**config.mk**
```make
export PLATFORM = sky130hd
export DESIGN_NAME = controle_jogo_param
export DESIGN_NICKNAME = d
export VERILOG_FILES = /design/src/rtl/jogo_pkg.sv /design/src/rtl/contador_vidas.sv /design/src/rtl/controle_jogo_param.sv
export SDC_FILE = /design/constraint.sdc
export NUM_CORES = 1
export LEC_CHECK = 0
export BUFFER_PORTS_ARGS = -buffer_cell sky130_fd_sc_hd__buf_2
export CAP_MARGIN = 10
export CORE_ASPECT_RATIO = 0.9
export CORE_UTILIZATION = 40
export DETAILED_ROUTE_END_ITERATION = 10
export HOLD_SLACK_MARGIN = 0.03
export PLACE_DENSITY = 0.74
export SKIP_LAST_GASP = 1
export SYNTH_ARGS = -nofsm -noshare
export SYNTH_HDL_FRONTEND = slang
export SYNTH_SLANG_ARGS = --single-unit
export TNS_END_PERCENT = 30
```
**constraint.sdc**
```tcl
create_clock -name clock -period 2.2 [get_ports clock]
set_input_delay 0.33 -clock clock [delete_from_list [all_inputs] [get_ports clock]]
set_output_delay 0.33 -clock clock [all_outputs]
set_load 0.02 [all_outputs]
```
**src/rtl/jogo_pkg.sv**
```systemverilog
// Shared state codes and widths for the game controller.
// CONTROLE_JOGO_VIDAS_EN (when defined) enables the multi-life logic in the top.
package jogo_pkg;

    localparam int W_DB_ESTADO = 5;

    // Debug code shown on db_estado when the state register holds an unused value
    localparam logic [W_DB_ESTADO-1:0] ESTADO_ILEGAL = 5'h1F;

    typedef enum logic [W_DB_ESTADO-1:0] {
        INICIAL       = 5'h00,
        INICIALIZA    = 5'h01,
        PREPARA       = 5'h02,
        MOSTRA        = 5'h03,
        INICIA_RODADA = 5'h04,
        ESPERA        = 5'h06,
        REGISTRA      = 5'h07,
        COMPARA       = 5'h08,
        PROXIMA       = 5'h09,
        FIM_ACERTO    = 5'h0A,
        PROC_ADIC     = 5'h0B,
        ESPERA_ADIC   = 5'h0C,
        REG_ADIC      = 5'h0D,
        FIM_ERRO      = 5'h0E,
        GRAVA         = 5'h0F,
        AUMENTA       = 5'h10,
        VERIFICA      = 5'h11,
        FIM_TIMEOUT   = 5'h12,
        PERDE_VIDA    = 5'h13
    } estado_t;

endpackage

```
**src/rtl/contador_vidas.sv**
```systemverilog
// Lives register: loads MAX_VIDAS, counts down one per lost life, never wraps.
module contador_vidas #(
    parameter int MAX_VIDAS = 3
) (
    input  logic       clock,
    input  logic       reset,
    input  logic       carrega,
    input  logic       decrementa,
    output logic [3:0] vidas,
    output logic       zero
);

    // Load has priority; decrement stops at zero
    always_ff @(posedge clock or posedge reset) begin
        if (reset)
            vidas <= 4'd0;
        else if (carrega)
            vidas <= 4'(MAX_VIDAS);
        else if (decrementa && (vidas != 4'd0))
            vidas <= vidas - 4'd1;
    end

    assign zero = (vidas == 4'd0);

endmodule

```
**src/rtl/controle_jogo_param.sv**
```systemverilog
// Moore controller for the memory game: sequences display, play, compare,
// round growth, lives and score. Macro CONTROLE_JOGO_VIDAS_EN enables
// multiple lives; without it any lost life ends the game.
module controle_jogo_param
    import jogo_pkg::*;
#(
    parameter int MAX_VIDAS = 3,
    parameter int W_PONTOS  = 8
) (
    input  logic                   clock,
    input  logic                   reset,
    input  logic                   iniciar,
    input  logic                   jogada,
    input  logic                   igual,
    input  logic                   fimRodada,
    input  logic                   fimTotal,
    input  logic                   fimTimeout,
    input  logic                   fimExibicao,
    input  logic                   cfgTimeout,
    output logic                   contaC,
    output logic                   zeraC,
    output logic                   registraR,
    output logic                   zeraR,
    output logic                   zeraCL,
    output logic                   contaCL,
    output logic                   escreve,
    output logic                   mostraLeds,
    output logic                   contaExibicao,
    output logic                   zeraExibicao,
    output logic                   contaTimeout,
    output logic                   zeraTimeout,
    output logic                   acertou,
    output logic                   errou,
    output logic                   errou_timeout,
    output logic                   pronto,
    output logic                   perdeu_vida,
    output logic [3:0]             vidas,
    output logic [W_PONTOS-1:0]    pontos,
    output logic [W_DB_ESTADO-1:0] db_estado
);

    estado_t estadoAtual, proximoEstado;
    logic    porTimeout;   // remembers whether PERDE_VIDA was reached by timeout

`ifdef CONTROLE_JOGO_VIDAS_EN
    logic [3:0] vidasCnt;
    logic       vidasZero;

    contador_vidas #(.MAX_VIDAS(MAX_VIDAS)) uVidas (
        .clock      (clock),
        .reset      (reset),
        .carrega    (estadoAtual == INICIALIZA),
        .decrementa (estadoAtual == PERDE_VIDA),
        .vidas      (vidasCnt),
        .zero       (vidasZero)
    );

    assign vidas = vidasCnt;
`else
    // Single-life build: MAX_VIDAS is at least 1, so this always reads 1
    assign vidas = 4'(MAX_VIDAS >= 1);
`endif

    // State register
    always_ff @(posedge clock or posedge reset) begin
        if (reset)
            estadoAtual <= INICIAL;
        else
            estadoAtual <= proximoEstado;
    end

    // Cause of the pending life loss, captured on entry to PERDE_VIDA
    always_ff @(posedge clock or posedge reset) begin
        if (reset)
            porTimeout <= 1'b0;
        else if (proximoEstado == PERDE_VIDA)
            porTimeout <= (estadoAtual != COMPARA);
    end

    // Score: cleared per game, +1 on each entry to VERIFICA, saturating
    always_ff @(posedge clock or posedge reset) begin
        if (reset)
            pontos <= '0;
        else if (estadoAtual == INICIALIZA)
            pontos <= '0;
        else if (estadoAtual == COMPARA && igual && fimRodada && (pontos != {W_PONTOS{1'b1}}))
            pontos <= pontos + W_PONTOS'(1);
    end

    // Next state and Moore output decode
    always_comb begin
        proximoEstado = estadoAtual;
        contaC        = 1'b0;
        zeraC         = 1'b0;
        registraR     = 1'b0;
        zeraR         = 1'b0;
        zeraCL        = 1'b0;
        contaCL       = 1'b0;
        escreve       = 1'b0;
        mostraLeds    = 1'b0;
        contaExibicao = 1'b0;
        zeraExibicao  = 1'b0;
        contaTimeout  = 1'b0;
        zeraTimeout   = 1'b0;
        acertou       = 1'b0;
        errou         = 1'b0;
        errou_timeout = 1'b0;
        pronto        = 1'b0;
        perdeu_vida   = 1'b0;
        db_estado     = estadoAtual;

        case (estadoAtual)
            INICIAL: begin
                zeraC = 1'b1; zeraR = 1'b1; zeraExibicao = 1'b1;
                if (iniciar) proximoEstado = INICIALIZA;
            end
            INICIALIZA: begin
                zeraC = 1'b1; zeraR = 1'b1; zeraCL = 1'b1;
                zeraExibicao = 1'b1; zeraTimeout = 1'b1;
                proximoEstado = PREPARA;
            end
            PREPARA: begin
                zeraC = 1'b1; escreve = 1'b1; zeraExibicao = 1'b1; zeraTimeout = 1'b1;
                proximoEstado = MOSTRA;
            end
            MOSTRA: begin
                contaExibicao = 1'b1; mostraLeds = 1'b1; zeraTimeout = 1'b1;
                if (fimExibicao) proximoEstado = INICIA_RODADA;
            end
            INICIA_RODADA: begin
                zeraC = 1'b1; mostraLeds = 1'b1; zeraTimeout = 1'b1;
                proximoEstado = ESPERA;
            end
            ESPERA: begin
                contaTimeout = 1'b1; mostraLeds = 1'b1;
                if (jogada)                       proximoEstado = REGISTRA;
                else if (cfgTimeout && fimTimeout) proximoEstado = PERDE_VIDA;
            end
            REGISTRA: begin
                registraR = 1'b1; mostraLeds = 1'b1; zeraTimeout = 1'b1;
                proximoEstado = COMPARA;
            end
            COMPARA: begin
                mostraLeds = 1'b1; zeraTimeout = 1'b1;
                if (!igual)         proximoEstado = PERDE_VIDA;
                else if (fimRodada) proximoEstado = VERIFICA;
                else                proximoEstado = PROXIMA;
            end
            PROXIMA: begin
                contaC = 1'b1; mostraLeds = 1'b1; zeraTimeout = 1'b1;
                proximoEstado = ESPERA;
            end
            VERIFICA: begin
                mostraLeds = 1'b1; zeraTimeout = 1'b1;
                proximoEstado = fimTotal ? FIM_ACERTO : PROC_ADIC;
            end
            PROC_ADIC: begin
                contaC = 1'b1; mostraLeds = 1'b1; zeraTimeout = 1'b1;
                proximoEstado = ESPERA_ADIC;
            end
            ESPERA_ADIC: begin
                contaTimeout = 1'b1; mostraLeds = 1'b1;
                if (jogada)                       proximoEstado = REG_ADIC;
                else if (cfgTimeout && fimTimeout) proximoEstado = PERDE_VIDA;
            end
            REG_ADIC: begin
                registraR = 1'b1; mostraLeds = 1'b1; zeraTimeout = 1'b1;
                proximoEstado = GRAVA;
            end
            GRAVA: begin
                escreve = 1'b1; mostraLeds = 1'b1; zeraTimeout = 1'b1;
                proximoEstado = AUMENTA;
            end
            AUMENTA: begin
                contaCL = 1'b1; mostraLeds = 1'b1; zeraTimeout = 1'b1;
                proximoEstado = INICIA_RODADA;
            end
            PERDE_VIDA: begin
                perdeu_vida = 1'b1; mostraLeds = 1'b1; zeraTimeout = 1'b1;
`ifdef CONTROLE_JOGO_VIDAS_EN
                // Lives left after this one: replay the same round
                if (!vidasZero && (vidasCnt != 4'd1))
                    proximoEstado = INICIA_RODADA;
                else
                    proximoEstado = porTimeout ? FIM_TIMEOUT : FIM_ERRO;
`else
                proximoEstado = porTimeout ? FIM_TIMEOUT : FIM_ERRO;
`endif
            end
            FIM_ACERTO: begin
                acertou = 1'b1; pronto = 1'b1;
                if (iniciar) proximoEstado = INICIALIZA;
            end
            FIM_ERRO: begin
                errou = 1'b1; pronto = 1'b1;
                if (iniciar) proximoEstado = INICIALIZA;
            end
            FIM_TIMEOUT: begin
                errou = 1'b1; errou_timeout = 1'b1; pronto = 1'b1;
                if (iniciar) proximoEstado = INICIALIZA;
            end
            default: begin
                proximoEstado = INICIAL;
                db_estado     = ESTADO_ILEGAL;
            end
        endcase
    end

endmodule

```
==> key figures <==
Run status
  • Status: finished clean

Worst setup path
  • Crit-path slowest cell: dfrtp_1
  • CP Max Fanout: 15
  • CP Data Arrival Time: 1.76 ns
  • R2r setup slk: 0.20 ns
  • Crit-path max cell delay: 0.65 ns
  • Worst-path cell chain: buf_4 -> nor2b_1 -> nor3b_1 -> buf_2
  • Critical path type: flip-flop to primary output
  • WP data required: between 1.5 and 2 ns
  • Setup crit end kind: primary output
  • Startpoint types: flip-flop

CTS
  • Longest Clk Path Bufs: 2
  • Reg clk slew, reported paths: 0.06 ns
  • Hold buffers post-CTS: 0
  • Cts bufs inserted: 3
  • Clock tree root buffer cell: clkbuf_8
  • H-tree Lvls: 1
  • Post-CTS Setup Bufs: 0
  • CTS sink count: 14
  • CTS tree: done
  • Clock Latency Late Sink: 0.25 ns

Global route
  • Gr usage total: 20.7%
  • Vias in the first global route: ~1400
  • First-pass GRT wire length: between 6 and 7 mm
  • Largest net degree at the start of global routing: 18
  • Initial antenna violation count: 0
  • Grt total ovfl: 0

Place
  • IO buf count: 39
  • Dpl hpwl: 2.82 mm
  • Area after DPL: 0.00169 mm²
  • GPL Wtd Cong: 0.867
  • Post-Place Worst Slack: roughly 0.17 ns

Timing
  • Final setup fails: 0
  • Fmax: 478 MHz
  • Final period util: 95.0%
  • RSZ-0062 raised after global routing: yes
  • Setup ws final: 0.110 ns
  • Max Transition Viols Final: 0
  • Max transition margin: 64.1%
  • Least-Margin Pin Slew: 0.538 ns
  • Final hold violations: 0
  • Tmin final: 2.09 ns
  • Hold slack: around 0.11 ns
  • Layout Skew: 0.00379 ns

Power
  • Pleak: 0.000832 µW
  • Combinational Power Share: 71.4%
  • NetSw: 1450 µW
  • Flop pwr share: 20.9%
  • Sw frac: between 50% and 60%
  • Pwr/cell area: 1570 mW/mm²
  • Clock power share: approximately 8%
  • Worst IR Drop VDD: 0.000641 V
  • Internal: 1270 µW

Cells and area
  • Nets: 243
  • Fill count: 362
  • Final instance area: 0.00174 mm²
  • P&R area growth vs syn: 20.7%
  • Fin util: 51.1%
  • Ant. Diodes: 0
  • Layout cells sized above 1: 31.7%

Yosys
  • Ys Warns: 0
  • Synth Instances: 189
  • Yosys reg bits: 14
  • Cell Area, Synth: 0.00144 mm²
  • Sequential-to-total area share from yosys stat: around 24%
  • Syn_area_per_cell: 7.62 µm²
  • Cell variety after synth: 50

Floorplan
  • Initial Util: 42.3%
  • Io pins: 44
  • # rows: 20
  • Core box area: 0.00340 mm²
  • Die ar.: between 0.003 and 0.004 mm²
  • Die W: 65.3 µm
  • DIE HEIGHT: 58.9 µm

Drt
  • Top layer in use: met4
  • Antenna viol nets, final: 0
  • Vias/cell: about 5.7
  • WL/cell: 13.4 µm
  • Post-Route M1 WL: 1.63 mm
  • TritonRoute pass-1 iters: 4
  • Residual DRC: 0
  • Met2 wire length: 1.72 mm
  • Wire length on met3: 251 µm
  • Starting DRC count in detailed routing: 120
  • Vias: around 1600
  • Drt total wl: 3.66 mm

Flow run
  • Max-cap violations: 0

Min path
  • Min-Delay Path Class: input port to asynchronous set/reset pin
synthesized netlist by cell type (all sizes together):
cell | n | area (µm²)
a2111oi | 2 | 23.8
a211o | 1 | 8.76
a211oi | 6 | 50.1
a21o | 2 | 15.0
a21oi | 8 | 40.0
a221oi | 1 | 8.76
a31o | 3 | 26.3
a31oi | 1 | 6.26
a32oi | 3 | 26.3
and2 | 3 | 18.8
and2b | 2 | 15.0
and3 | 4 | 25.0
and4b | 1 | 10.0
buf | 13 | 103
clkbuf | 5 | 18.8
clkinv | 1 | 3.75
conb | 2 | 7.51
dfrtp | 14 | 350
ha | 1 | 12.5
inv | 8 | 30.0
nand2 | 13 | 48.8
nand2b | 1 | 6.26
nand3 | 6 | 30.0
nand4 | 1 | 12.5
nor2 | 25 | 93.8
nor2b | 8 | 50.1
nor3 | 6 | 30.0
nor3b | 5 | 47.5
nor4 | 5 | 31.3
nor4b | 1 | 23.8
o21a | 3 | 22.5
o21ai | 11 | 55.1
o21bai | 2 | 15.0
o221a | 1 | 11.3
o22ai | 2 | 12.5
o31ai | 2 | 15.0
o32ai | 1 | 8.76
o41ai | 1 | 8.76
or2 | 4 | 25.0
or3b | 2 | 20.0
or4bb | 1 | 11.3
xnor2 | 6 | 52.6
xor2 | 1 | 8.76
path summary, 6_finish.rpt:
check                                  to           start  depth (start not counted)
hold / removal                 porTimeout           reset                          2
setup / recovery            contaExibicao  estadoAtual[1]                          4
min in group clock         estadoAtual[0]         iniciar                          2
max in group asynchronous  estadoAtual[3]           reset                          2
hold reg to reg                 pontos[6]       pontos[6]                          2
setup reg to reg               porTimeout  estadoAtual[2]                          5
metrics by stage:
step / std cells / power [µW] / TNS, ns
2_1_floorplan: 191 / 1940 / 0
3_3_place_gp: 271 / 2460 / 0
3_5_place_dp: 271 / 2480 / 0
4_1_cts: 274 / 2690 / 0
5_1_grt: 274 / 2940 / -0.000814
6_report: 274 / 2720 / 0
layer usage:
| metal | vias up | track usage, % |
|---|---|---|
| met3 | 5 | 3.68 |
| met1 | 735 | 28.2 |
| li1 | 754 | - |
| met2 | 56 | 32.0 |
| met5 | - | 0 |
| met4 | 0 | 9.32 |
layout make-up:
| cell class | count | area [µm²] | area share (%) |
|---|---|---|---|
| tap | 44 | 55.1 | 3.17 |
| sequential | 14 | 354 | 20.4 |
| timing repair buffer | 54 | 308 | 17.7 |
| multi-input combinational | 150 | 942 | 54.2 |
| inverter | 9 | 37.5 | 2.16 |
| clock buffer | 3 | 41.3 | 2.38 |
cell usage in the layout, fill, tap and decap left out, drive strengths merged, types with 2 or more instances in the layout:
cell type / instances
dfrtp: 14
and2: 3
a21oi: 8
o21ai: 11
or3b: 2
xnor2: 6
nor4: 5
conb: 4
nor2: 25
and2b: 2
o22ai: 2
a32oi: 3
clkbuf: 3
or2: 4
o21a: 3
and3: 4
o31ai: 2
nor2b: 8
nor3b: 5
a31o: 3
o21bai: 2
a21o: 2
nor3: 6
a2111oi: 2
inv: 8
buf: 54
nand3: 6
a211oi: 6
nand2: 13
flip-flops by register name, summed over array words and instances, names as in the netlist:
register	cells
pontos	8
porTimeout	1
estadoAtual	5
kinds of logic after synthesis:
kind of cell               after synthesis  share of synthesized area [%]
other                                    2                          0.521
DFF                                     14                           24.3
xor gates and xnor gates                 7                           4.26
and+or+nand+nor                         88                           34.7
AOI/OAI and AO/OA                       50                           24.6
buffers and inverters                   27                           10.8
adders and majority gates                1                          0.869
critical path, delay by kind of cell (launching register included):
family | cells | cell delay [ns]
buffers and inverters | 2 | 0.41
flip-flops | 1 | 0.65
AND/OR/NAND/NOR | 2 | 0.44
power groups by stage:
stage          logic, µW  registers (µW)  clock network, µW
2_1_floorplan       1480             452                  0
3_3_place_gp        1910             551                  0
3_5_place_dp        1920             557                  0
4_1_cts             1930             552                217
5_1_grt             2120             591                229
6_report            1940             568                211
timing repair:
| action | in CTS | in global routing |
|---|---|---|
| endpoints found under the setup margin | 0 | 6 |
| endpoints found under the hold margin | 0 | 0 |
| resized for setup | 0 | 4 |
No activity file was read; power rests on OpenSTA's default activity.
